## src/rtl/lsu_seq.sv

```systemverilog
// Load/store sequencer between the execute stage and a single-port data memory.
// Accepts one load or store at a time. It drives the memory req/gnt/rvalid
// protocol and generates lane-aligned byte enables and write data.
// Loads are aligned back to bit 0 and then sign- or zero-extended.
// An access that crosses a word boundary is either split into two word
// accesses (SPLIT_EN=1) or rejected with resp_err (SPLIT_EN=0).
//
// Handshakes:
//  - A request is accepted on a cycle where req_valid & req_ready are both high.
//  - mem_req is held, and every mem_* output stays stable, until the cycle mem_gnt is seen.
//  - The bus has one transaction outstanding at most. mem_rvalid is only
//    honoured while waiting for it and is ignored in every other state.
//  - resp_valid is a single-cycle pulse. req_ready returns the cycle after it.
module lsu_seq #(
    parameter bit SPLIT_EN = 1'b1,
    parameter int ADDR_W   = 32
) (
    input  logic              clk,
    input  logic              rst_n,
    input  logic              req_valid,
    output logic              req_ready,
    input  logic              req_we,
    input  logic [ADDR_W-1:0] req_addr,
    input  logic [31:0]       req_wdata,
    input  logic [1:0]        req_size,
    input  logic              req_unsign,
    output logic              resp_valid,
    output logic [31:0]       resp_rdata,
    output logic              resp_err,
    output logic              mem_req,
    input  logic              mem_gnt,
    output logic [ADDR_W-1:0] mem_addr,
    output logic              mem_we,
    output logic [3:0]        mem_be,
    output logic [31:0]       mem_wdata,
    input  logic              mem_rvalid,
    input  logic [31:0]       mem_rdata
);

    typedef enum logic [2:0] {
        S_IDLE   = 3'd0,
        S_ISSUE0 = 3'd1,
        S_WAIT0  = 3'd2,
        S_ISSUE1 = 3'd3,
        S_WAIT1  = 3'd4,
        S_RESP   = 3'd5
    } state_e;

    state_e state_q, state_d;

    // Request fields that are still needed after the accept cycle
    logic [1:0]        off_q, off_d;
    logic [1:0]        size_q, size_d;
    logic              unsign_q, unsign_d;
    logic              split_q, split_d;
    logic [3:0]        be1_q, be1_d;
    logic [31:0]       wdata1_q, wdata1_d;
    logic [31:0]       rdata0_q, rdata0_d;

    // Registered outputs
    logic              ready_q, ready_d;
    logic              resp_valid_q, resp_valid_d;
    logic [31:0]       resp_rdata_q, resp_rdata_d;
    logic              resp_err_q, resp_err_d;
    logic              mem_req_q, mem_req_d;
    logic [ADDR_W-1:0] mem_addr_q, mem_addr_d;
    logic              mem_we_q, mem_we_d;
    logic [3:0]        mem_be_q, mem_be_d;
    logic [31:0]       mem_wdata_q, mem_wdata_d;

    // Request decode: lane mask and data pre-shifted across an 8-lane window.
    // The low half feeds access 0 and the high half feeds access 1.
    logic [3:0]  req_mask;
    logic [7:0]  req_be_ext;
    logic [63:0] req_wd_ext;
    logic        req_cross;

    // Byte-count mask for the requested size (size 11 behaves as a word)
    always_comb begin
        unique case (req_size)
            2'b00:   req_mask = 4'b0001;
            2'b01:   req_mask = 4'b0011;
            default: req_mask = 4'b1111;
        endcase
    end

    assign req_be_ext = {4'b0000, req_mask} << req_addr[1:0];
    assign req_wd_ext = {32'h0, req_wdata} << {req_addr[1:0], 3'b000};
    assign req_cross  = |req_be_ext[7:4];

    // Load merge: the bytes of interest start at lane off of the first word.
    // For a split access they continue into the low lanes of the second word.
    logic [55:0] merge_src;
    logic [31:0] merged;
    logic [31:0] load_ext;

    // Select the merge window for the current completion and drop off bytes
    always_comb begin
        merge_src = (state_q == S_WAIT1) ? {mem_rdata[23:0], rdata0_q}
                                         : {24'h0, mem_rdata};
        unique case (off_q)
            2'd0:    merged = merge_src[31:0];
            2'd1:    merged = merge_src[39:8];
            2'd2:    merged = merge_src[47:16];
            default: merged = merge_src[55:24];
        endcase
    end

    // Sign/zero extension of byte and half loads; word loads pass through
    always_comb begin
        unique case (size_q)
            2'b00:   load_ext = {{24{~unsign_q & merged[7]}}, merged[7:0]};
            2'b01:   load_ext = {{16{~unsign_q & merged[15]}}, merged[15:0]};
            default: load_ext = merged;
        endcase
    end

    // Next-state and next-output logic for the sequencer
    always_comb begin
        state_d      = state_q;
        off_d        = off_q;
        size_d       = size_q;
        unsign_d     = unsign_q;
        split_d      = split_q;
        be1_d        = be1_q;
        wdata1_d     = wdata1_q;
        rdata0_d     = rdata0_q;
        ready_d      = ready_q;
        resp_valid_d = resp_valid_q;
        resp_rdata_d = resp_rdata_q;
        resp_err_d   = resp_err_q;
        mem_req_d    = mem_req_q;
        mem_addr_d   = mem_addr_q;
        mem_we_d     = mem_we_q;
        mem_be_d     = mem_be_q;
        mem_wdata_d  = mem_wdata_q;

        unique case (state_q)
            S_IDLE: begin
                if (req_valid) begin
                    off_d    = req_addr[1:0];
                    size_d   = req_size;
                    unsign_d = req_unsign;
                    split_d  = req_cross & SPLIT_EN;
                    be1_d    = req_be_ext[7:4];
                    wdata1_d = req_wd_ext[63:32];
                    ready_d  = 1'b0;
                    if (req_cross && !SPLIT_EN) begin
                        // Rejected: answer immediately, memory never sees it
                        state_d      = S_RESP;
                        resp_valid_d = 1'b1;
                        resp_err_d   = 1'b1;
                        resp_rdata_d = 32'h0;
                    end else begin
                        state_d     = S_ISSUE0;
                        mem_req_d   = 1'b1;
                        mem_addr_d  = {req_addr[ADDR_W-1:2], 2'b00};
                        mem_we_d    = req_we;
                        mem_be_d    = req_be_ext[3:0];
                        mem_wdata_d = req_wd_ext[31:0];
                    end
                end
            end
            S_ISSUE0: begin
                if (mem_gnt) begin
                    mem_req_d = 1'b0;
                    state_d   = S_WAIT0;
                end
            end
            S_WAIT0: begin
                if (mem_rvalid) begin
                    if (split_q) begin
                        rdata0_d    = mem_rdata;
                        state_d     = S_ISSUE1;
                        mem_req_d   = 1'b1;
                        // Word address increment wraps at the top of the space
                        mem_addr_d  = mem_addr_q + ADDR_W'(4);
                        mem_be_d    = be1_q;
                        mem_wdata_d = wdata1_q;
                    end else begin
                        state_d      = S_RESP;
                        resp_valid_d = 1'b1;
                        resp_err_d   = 1'b0;
                        resp_rdata_d = mem_we_q ? 32'h0 : load_ext;
                    end
                end
            end
            S_ISSUE1: begin
                if (mem_gnt) begin
                    mem_req_d = 1'b0;
                    state_d   = S_WAIT1;
                end
            end
            S_WAIT1: begin
                if (mem_rvalid) begin
                    state_d      = S_RESP;
                    resp_valid_d = 1'b1;
                    resp_err_d   = 1'b0;
                    resp_rdata_d = mem_we_q ? 32'h0 : load_ext;
                end
            end
            S_RESP: begin
                state_d      = S_IDLE;
                resp_valid_d = 1'b0;
                resp_err_d   = 1'b0;
                resp_rdata_d = 32'h0;
                ready_d      = 1'b1;
            end
            default: begin
                state_d      = S_IDLE;
                ready_d      = 1'b1;
                resp_valid_d = 1'b0;
                resp_err_d   = 1'b0;
                mem_req_d    = 1'b0;
            end
        endcase
    end

    // State and output registers; reset drops mem_req and returns to IDLE at once
    always_ff @(posedge clk or negedge rst_n) begin
        if (!rst_n) begin
            state_q      <= S_IDLE;
            off_q        <= 2'd0;
            size_q       <= 2'd0;
            unsign_q     <= 1'b0;
            split_q      <= 1'b0;
            be1_q        <= 4'h0;
            wdata1_q     <= 32'h0;
            rdata0_q     <= 32'h0;
            ready_q      <= 1'b1;
            resp_valid_q <= 1'b0;
            resp_rdata_q <= 32'h0;
            resp_err_q   <= 1'b0;
            mem_req_q    <= 1'b0;
            mem_addr_q   <= '0;
            mem_we_q     <= 1'b0;
            mem_be_q     <= 4'h0;
            mem_wdata_q  <= 32'h0;
        end else begin
            state_q      <= state_d;
            off_q        <= off_d;
            size_q       <= size_d;
            unsign_q     <= unsign_d;
            split_q      <= split_d;
            be1_q        <= be1_d;
            wdata1_q     <= wdata1_d;
            rdata0_q     <= rdata0_d;
            ready_q      <= ready_d;
            resp_valid_q <= resp_valid_d;
            resp_rdata_q <= resp_rdata_d;
            resp_err_q   <= resp_err_d;
            mem_req_q    <= mem_req_d;
            mem_addr_q   <= mem_addr_d;
            mem_we_q     <= mem_we_d;
            mem_be_q     <= mem_be_d;
            mem_wdata_q  <= mem_wdata_d;
        end
    end

    assign req_ready  = ready_q;
    assign resp_valid = resp_valid_q;
    assign resp_rdata = resp_rdata_q;
    assign resp_err   = resp_err_q;
    assign mem_req    = mem_req_q;
    assign mem_addr   = mem_addr_q;
    assign mem_we     = mem_we_q;
    assign mem_be     = mem_be_q;
    assign mem_wdata  = mem_wdata_q;

endmodule

```

## config.mk

```make
export PLATFORM = sky130hd
export DESIGN_NAME = lsu_seq
export DESIGN_NICKNAME = d
export VERILOG_FILES = /design/src/rtl/lsu_seq.sv
export SDC_FILE = /design/constraint.sdc
export NUM_CORES = 1
export LEC_CHECK = 0
export BUFFER_PORTS_ARGS = -buffer_cell sky130_fd_sc_hd__buf_2
export CAP_MARGIN = 5
export CORE_UTILIZATION = 45
export DETAILED_ROUTE_END_ITERATION = 10
export PLACE_DENSITY = 0.68
export SETUP_SLACK_MARGIN = 0.5
export SLEW_MARGIN = 5
export SYNTH_ARGS = -nofsm -noshare
export SYNTH_HDL_FRONTEND = slang
export SYNTH_SLANG_ARGS = --single-unit
```

## constraint.sdc

```tcl
create_clock -name clk -period 3.3 [get_ports clk]
set_input_delay 0.165 -clock clk [delete_from_list [all_inputs] [get_ports clk]]
set_output_delay 0.165 -clock clk [all_outputs]
set_load 0.05 [all_outputs]
```

Word-level counts from Yosys, hierarchy flattened. Cells that the tools add are included.

RAM bits: 0. Flip-flop bits (word level): 182. Memory bits (read-only): 0. Word-level logic and storage cells: 105. Output and inout port bits: 105. Bits in latches: 0. Input bits: 105. Memories kept: 0.

Order comparisons: 0. Bitwise operators: 6. Shift-type cells: 2. $mul: 0. Divide/modulo/power cells: 0. $add $sub $neg: 1. Equal/unequal tests: 17. Multiplexer cells: 43. Reductions and logical operators: 19.

Operators with widths (number): two-way mux 32 bit (10); one-hot mux 32 bit (2 select lines) (3); one-hot mux 32 bit (3 select lines) (2); left shift 32 x 5 -> 64 bit (1); two-way mux 56 bit (1); adder 32 x 3 -> 32 bit (second input constant) (1); two-way mux 3 bit (6); one-hot mux 4 bit (2 select lines) (2); one-hot mux 3 bit (5 select lines) (1); inequality test 2 bit (second input constant) (7); two-way mux 4 bit (3); AND reduction 4 bit (3); two-way mux 1 bit (11); AND reduction 5 bit (2); OR reduction 4 bit (2); left shift 4 x 2 -> 8 bit (1); equality test 2 x 1 -> 1 bit (second input constant) (3); equality test 3 x 2 -> 1 bit (second input constant) (2); equality test 3 bit (second input constant) (2); zero test 2 bit (3); one-hot mux 1 bit (3 select lines) (2); inverter 1 bit (4); one-hot mux 1 bit (4 select lines) (1); AND reduction 2 bit (2); 11 further kinds (13).

Longest topological paths before layout.
Depth after elaboration: 9. Gate-level depth with buffers: 9. Mapped depth without buffers: 6.

Least setup slack after synthesis. No wires, ideal clock.

Path kind: register -> register. Start point: reg mem_addr_q[7], in the netlist mem_addr[7]. End point: reg mem_addr_q[21], in the netlist mem_addr[21]. Cell stages (with the launch flop): 8. Clock period less this slack: 2.271 ns. Path slack: 1.029 ns. Path buffers: 2. Arrival: 2.191 ns. Setup time: 0.080 ns. Path through: dfrtp_1 clkbuf_1 nand4_1 nor4_2 buf_2 nand4_1 a21oi_1 a2bb2oi_1.

Cells in the longest elaborated chain, start to end: 4.

RTL lines: start: declaration (RTL line 66) `logic [ADDR_W-1:0] mem_addr_q, mem_addr_d;`; start signal: assignment (RTL line 253) `mem_addr_q <= mem_addr_d;`; adder 32 x 3 -> 32 bit (RTL line 177) `mem_addr_d = mem_addr_q + ADDR_W'(4);`; two-way mux 32 bit (RTL line 172) `if (split_q) begin`; two-way mux 32 bit (RTL line 171) `if (mem_rvalid) begin`; one-hot mux 32 bit (2 select lines) (RTL line 138) `unique case (state_q)`.

No other way between the ends. The select of a mux whose other input is x is not followed. A chain may end at the register's enable or synchronous reset.

Worst setup path in the final report.
Start point: reg state_q[2]. End point: reg rdata0_q[19].

Cells in the longest elaborated chain, start to end: 2.

RTL lines: start: declaration (RTL line 49) `state_e state_q, state_d;`; start signal: assignment (RTL line 240) `state_q <= state_d;`; equality test 3 x 2 -> 1 bit (RTL line 138); AND reduction 3 bit (no line); end signal: assignment (RTL line 247) `rdata0_q <= rdata0_d;`; end: declaration (RTL line 58) `logic [31:0] rdata0_q, rdata0_d;`.

No other way between the ends.

==> metrics.md <==
| Metric | Value |
|---|---|
| Met2 Resource Use GR | `40.7%` |
| Routed Antenna Nets | `0` |
| Clk pin slew, worst setup/hold paths | `0.07 ns` |
| N_diodes | `0` |
| Worst slack, placed | `0.885 ns` |
| Pre-Repair DR Iteration Count | `5` |
| Post-synthesis sequential area ratio | `43.3%` |
| Unique masters post-synth | `65` |
| Initial core utilization | `46.3%` |
| CTS tree | `yes` |
| Least-Margin Pin Slew | `1.36 ns` |
| Yosys warnings | `0` |
| Fin cells | `1522` |
| M3 GR Usage | `6.55%` |
| Footprint of the multi-input gates | `5140 um2` |
| Cts bufs inserted | `17` |
| Placed instance area | `11100 um2` |
| CP Data Required Time | `3.61 ns` |
| Hold crit path type | `primary input to flip-flop` |
| Pleak | `5.42 nW` |
| CTS root buffer | `clkbuf_16` |
| Reg area | `4260 um2` |
| Setup Total Neg Slack | `0 ns` |
| Final instance area | `11800 um2` |
| Max-cap violation count | `0` |
| GRT Residual Overflow | `0` |
| HPWL Detailed | `20.4 mm` |
| Site Rows | `53` |
| Power Density | `1040 nW/um2` |
| Clock latency on the worst-skew pair | `0.43 ns` |
| Clock sink count | `170` |
| CP arrival | `2.75 ns` |
| CP Max Fanout | `95` |
| Die width | `150 um` |
| Final nets | `1340` |
| First-pass GRT wire length | `46.0 mm` |
| Slowest stage delay, CP | `0.41 ns` |
| Peak VDD IR | `0.692 mV` |
| Top_reg_cell synth | `dfrtp_1` |
| Final WS setup | `0.858 ns` |
| Post-Syn Instances | `1059` |
| Ys async rst share | `100%` |
| PortBufs | `206` |
| Worst path top cell family by delay | `buffers and inverters` |
| Drt wl/cell | `19.2 um` |
| Mapped cell area | `9820 um2` |
| Die ar. | `22400 um2` |
| Final wirelength | `29.2 mm` |
| Via/cell ratio | `5.96` |
| Fill count | `1978` |
| Resize count post-CTS | `0` |
| Final setup violation count | `0` |
| Number of synthesized flops with an enable pin | `0` |
| Htree depth | `4` |
| Die span in y | `150 um` |
| Top Usage Layer GRT | `met2` |
| Core area | `21200 um2` |
| Initial DRC count | `736` |
| Via count | `9069` |
| Part of the cycle the worst path needs | `74.0%` |
| Grt met1 use | `35.5%` |
| Worst-path cell with the longest stage delay | `dfrtp_1` |
| Cells after DPL | `1474` |
| Setup Skew | `0.0168 ns` |
| Area delta synth->final | `20.6%` |
| Most frequent CP cell | `buf_4` |
| Fmax | `409 MHz` |
| Crit path launch type | `flip-flop` |
| Global router's overall resource usage | `26.4%` |
| I/O pin count | `210` |
| # DRC | `0` |
| Clock buffer depth | `2` |
| Initial antenna violation count | `1` |
| RSZ-0062 raised after global routing | `no` |
| Final hold vios | `0` |
| Layout cells sized above 1 | `27.8%` |
| Largest net degree at the start of global routing | `101` |
| Crit path buffers/inverters | `3` |
| Placer congestion estimate | `0.917` |
| Vias in the first global route | `8502` |
| Headroom to the max-slew limit | `9.05%` |
| Crit path kind | `flip-flop to flip-flop` |
| Final worst path period need | `2.44 ns` |
| Status | `finished, final reports clean` |
| CP Cell Sequence | `buf_4 -> nor3b_2 -> buf_12 -> and3_1 -> buf_4 -> mux2_2` |
| Fin. max-slew vios | `0` |
| Crit path capture type | `flip-flop` |
| Register bit count reported by yosys | `170` |
| Synth Area per Inst | `9.28 um2` |
## final cells by class
cell class / count / share of cell area, %
sequential: 170 / 35.9
timing repair buffer: 254 / 12.5
tap: 275 / 2.91
clock buffer: 19 / 3.66
clock inverter: 13 / 1.33
multi-input combinational: 780 / 43.4
inverter: 11 / 0.349
## cell usage after synthesis (3+ instances only)
cell type | n | share of area (%)
a211oi_1 | 3 | 0.23
a21o_1 | 10 | 0.76
a21oi_1 | 57 | 2.9
a221oi_1 | 16 | 1.4
a22o_1 | 10 | 0.89
a2bb2oi_1 | 11 | 0.98
a31oi_1 | 17 | 1.1
and2_1 | 4 | 0.25
and3_1 | 8 | 0.51
and4_1 | 6 | 0.53
buf_1 | 12 | 0.46
buf_2 | 13 | 0.66
buf_4 | 4 | 0.31
clkbuf_1 | 69 | 2.6
dfrtp_1 | 169 | 43
inv_1 | 11 | 0.42
mux2_2 | 48 | 5.5
mux2i_1 | 71 | 7.2
mux4_2 | 9 | 2.1
nand2_1 | 155 | 5.9
nand2b_1 | 5 | 0.32
nand3_1 | 37 | 1.9
nand4_1 | 10 | 0.64
nor2_1 | 80 | 3.1
nor2b_1 | 5 | 0.32
nor3_1 | 19 | 0.97
nor3b_1 | 4 | 0.31
nor4_1 | 4 | 0.25
o2111ai_1 | 5 | 0.45
o211a_1 | 3 | 0.31
o211ai_1 | 22 | 1.7
o21a_1 | 6 | 0.46
o21ai_0 | 65 | 3.3
o22a_1 | 8 | 0.71
o22ai_1 | 18 | 1.1
o2bb2ai_1 | 3 | 0.27
o31ai_1 | 16 | 1.2
o31ai_2 | 9 | 1.1
## final timing paths
check / depth (start not counted) / end / slack [ns] / from
worst min register to register: 2 / wdata1_q[18]$_DFFE_PN0P_ / 0.47 / wdata1_q[18]$_DFFE_PN0P_
worst min-delay path: 3 / wdata1_q[17]$_DFFE_PN0P_ / 0.007 / req_wdata[25]
min in group asynchronous: 2 / rdata0_q[13]$_DFFE_PN0P_ / 0.39 / rst_n
max in group asynchronous: 3 / mem_addr[2]$_DFFE_PN0P_ / 1.99 / rst_n
worst max register to register: 6 / rdata0_q[19]$_DFFE_PN0P_ / 0.86 / state_q[2]$_DFFE_PN0P_
worst max-delay path: 6 / rdata0_q[19]$_DFFE_PN0P_ / 0.86 / state_q[2]$_DFFE_PN0P_
## cell families (layout without fill, tap and decap cells)
kind of cell	Yosys count	in the layout	share of synthesized area, %
simple gates	349	349	16.1
flops	170	170	43.3
other cells	1	3	0.0382
buf+inv	111	297	4.71
fa+ha+maj	1	1	0.127
compound gates	298	298	20.8
mux	129	129	14.9
## cell usage in the layout (no fill, tap or decap), types with 19 or more instances in the layout
master	n
nor3_1	19
nand2_1	155
buf_4	29
o21ai_0	63
dfrtp_1	169
mux2_2	48
nand3_1	37
o211ai_1	22
mux2i_1	71
buf_2	205
nor2_1	79
a21oi_1	57
## worst reg2reg max path, cell delays in order (launching register included)
cell and delay, ns:
dfrtp_1 0.41, buf_4 0.21, nor3b_2 0.26, buf_12 0.36, and3_1 0.27, buf_4 0.40
mux2_2 0.42
## metrics by stage
step / power (W) / utilization, % / hold WS [ns]
detailed placement: 0.0103 / 52.3 / 0.333
finish: 0.0124 / 55.8 / 0.00678
floorplan: 0.00857 / - / -0.131
global route: 0.0131 / 55.8 / 0.00808
global placement: 0.0102 / 52.3 / 0.329
CTS: 0.0124 / 55.8 / 0.000681
## state kept, by name, indices dropped and copies added, names as in the netlist, 2 cells and up
register / count
size_q: 2
mem_addr: 30
be1_q: 3
rdata0_q: 32
off_q: 2
wdata1_q: 24
resp_rdata: 32
mem_be: 4
mem_wdata: 32
state_q: 3
## report_power, final
group | switching [W] | internal [W] | leakage (nW)
clock network | 0.000905 | 0.00114 | 0.286
registers | 0.000747 | 0.00301 | 2.10
logic | 0.00452 | 0.00203 | 3.03
## metal layers
layer  up-vias  routed length, um
met3        55               2270
met4         2                884
met1      4387              12400
met5         -                 10
met2       387              13700
li1       4238                  -
## what timing repair did
item / 4_1_cts / 5_1_grt
endpoints found under the hold margin: 111 / 1
setup endpoints to repair: 0 / 0
hold buffers: 15 / 1
setup buffers: 0 / 0
(Power assumes the default switching activity.)
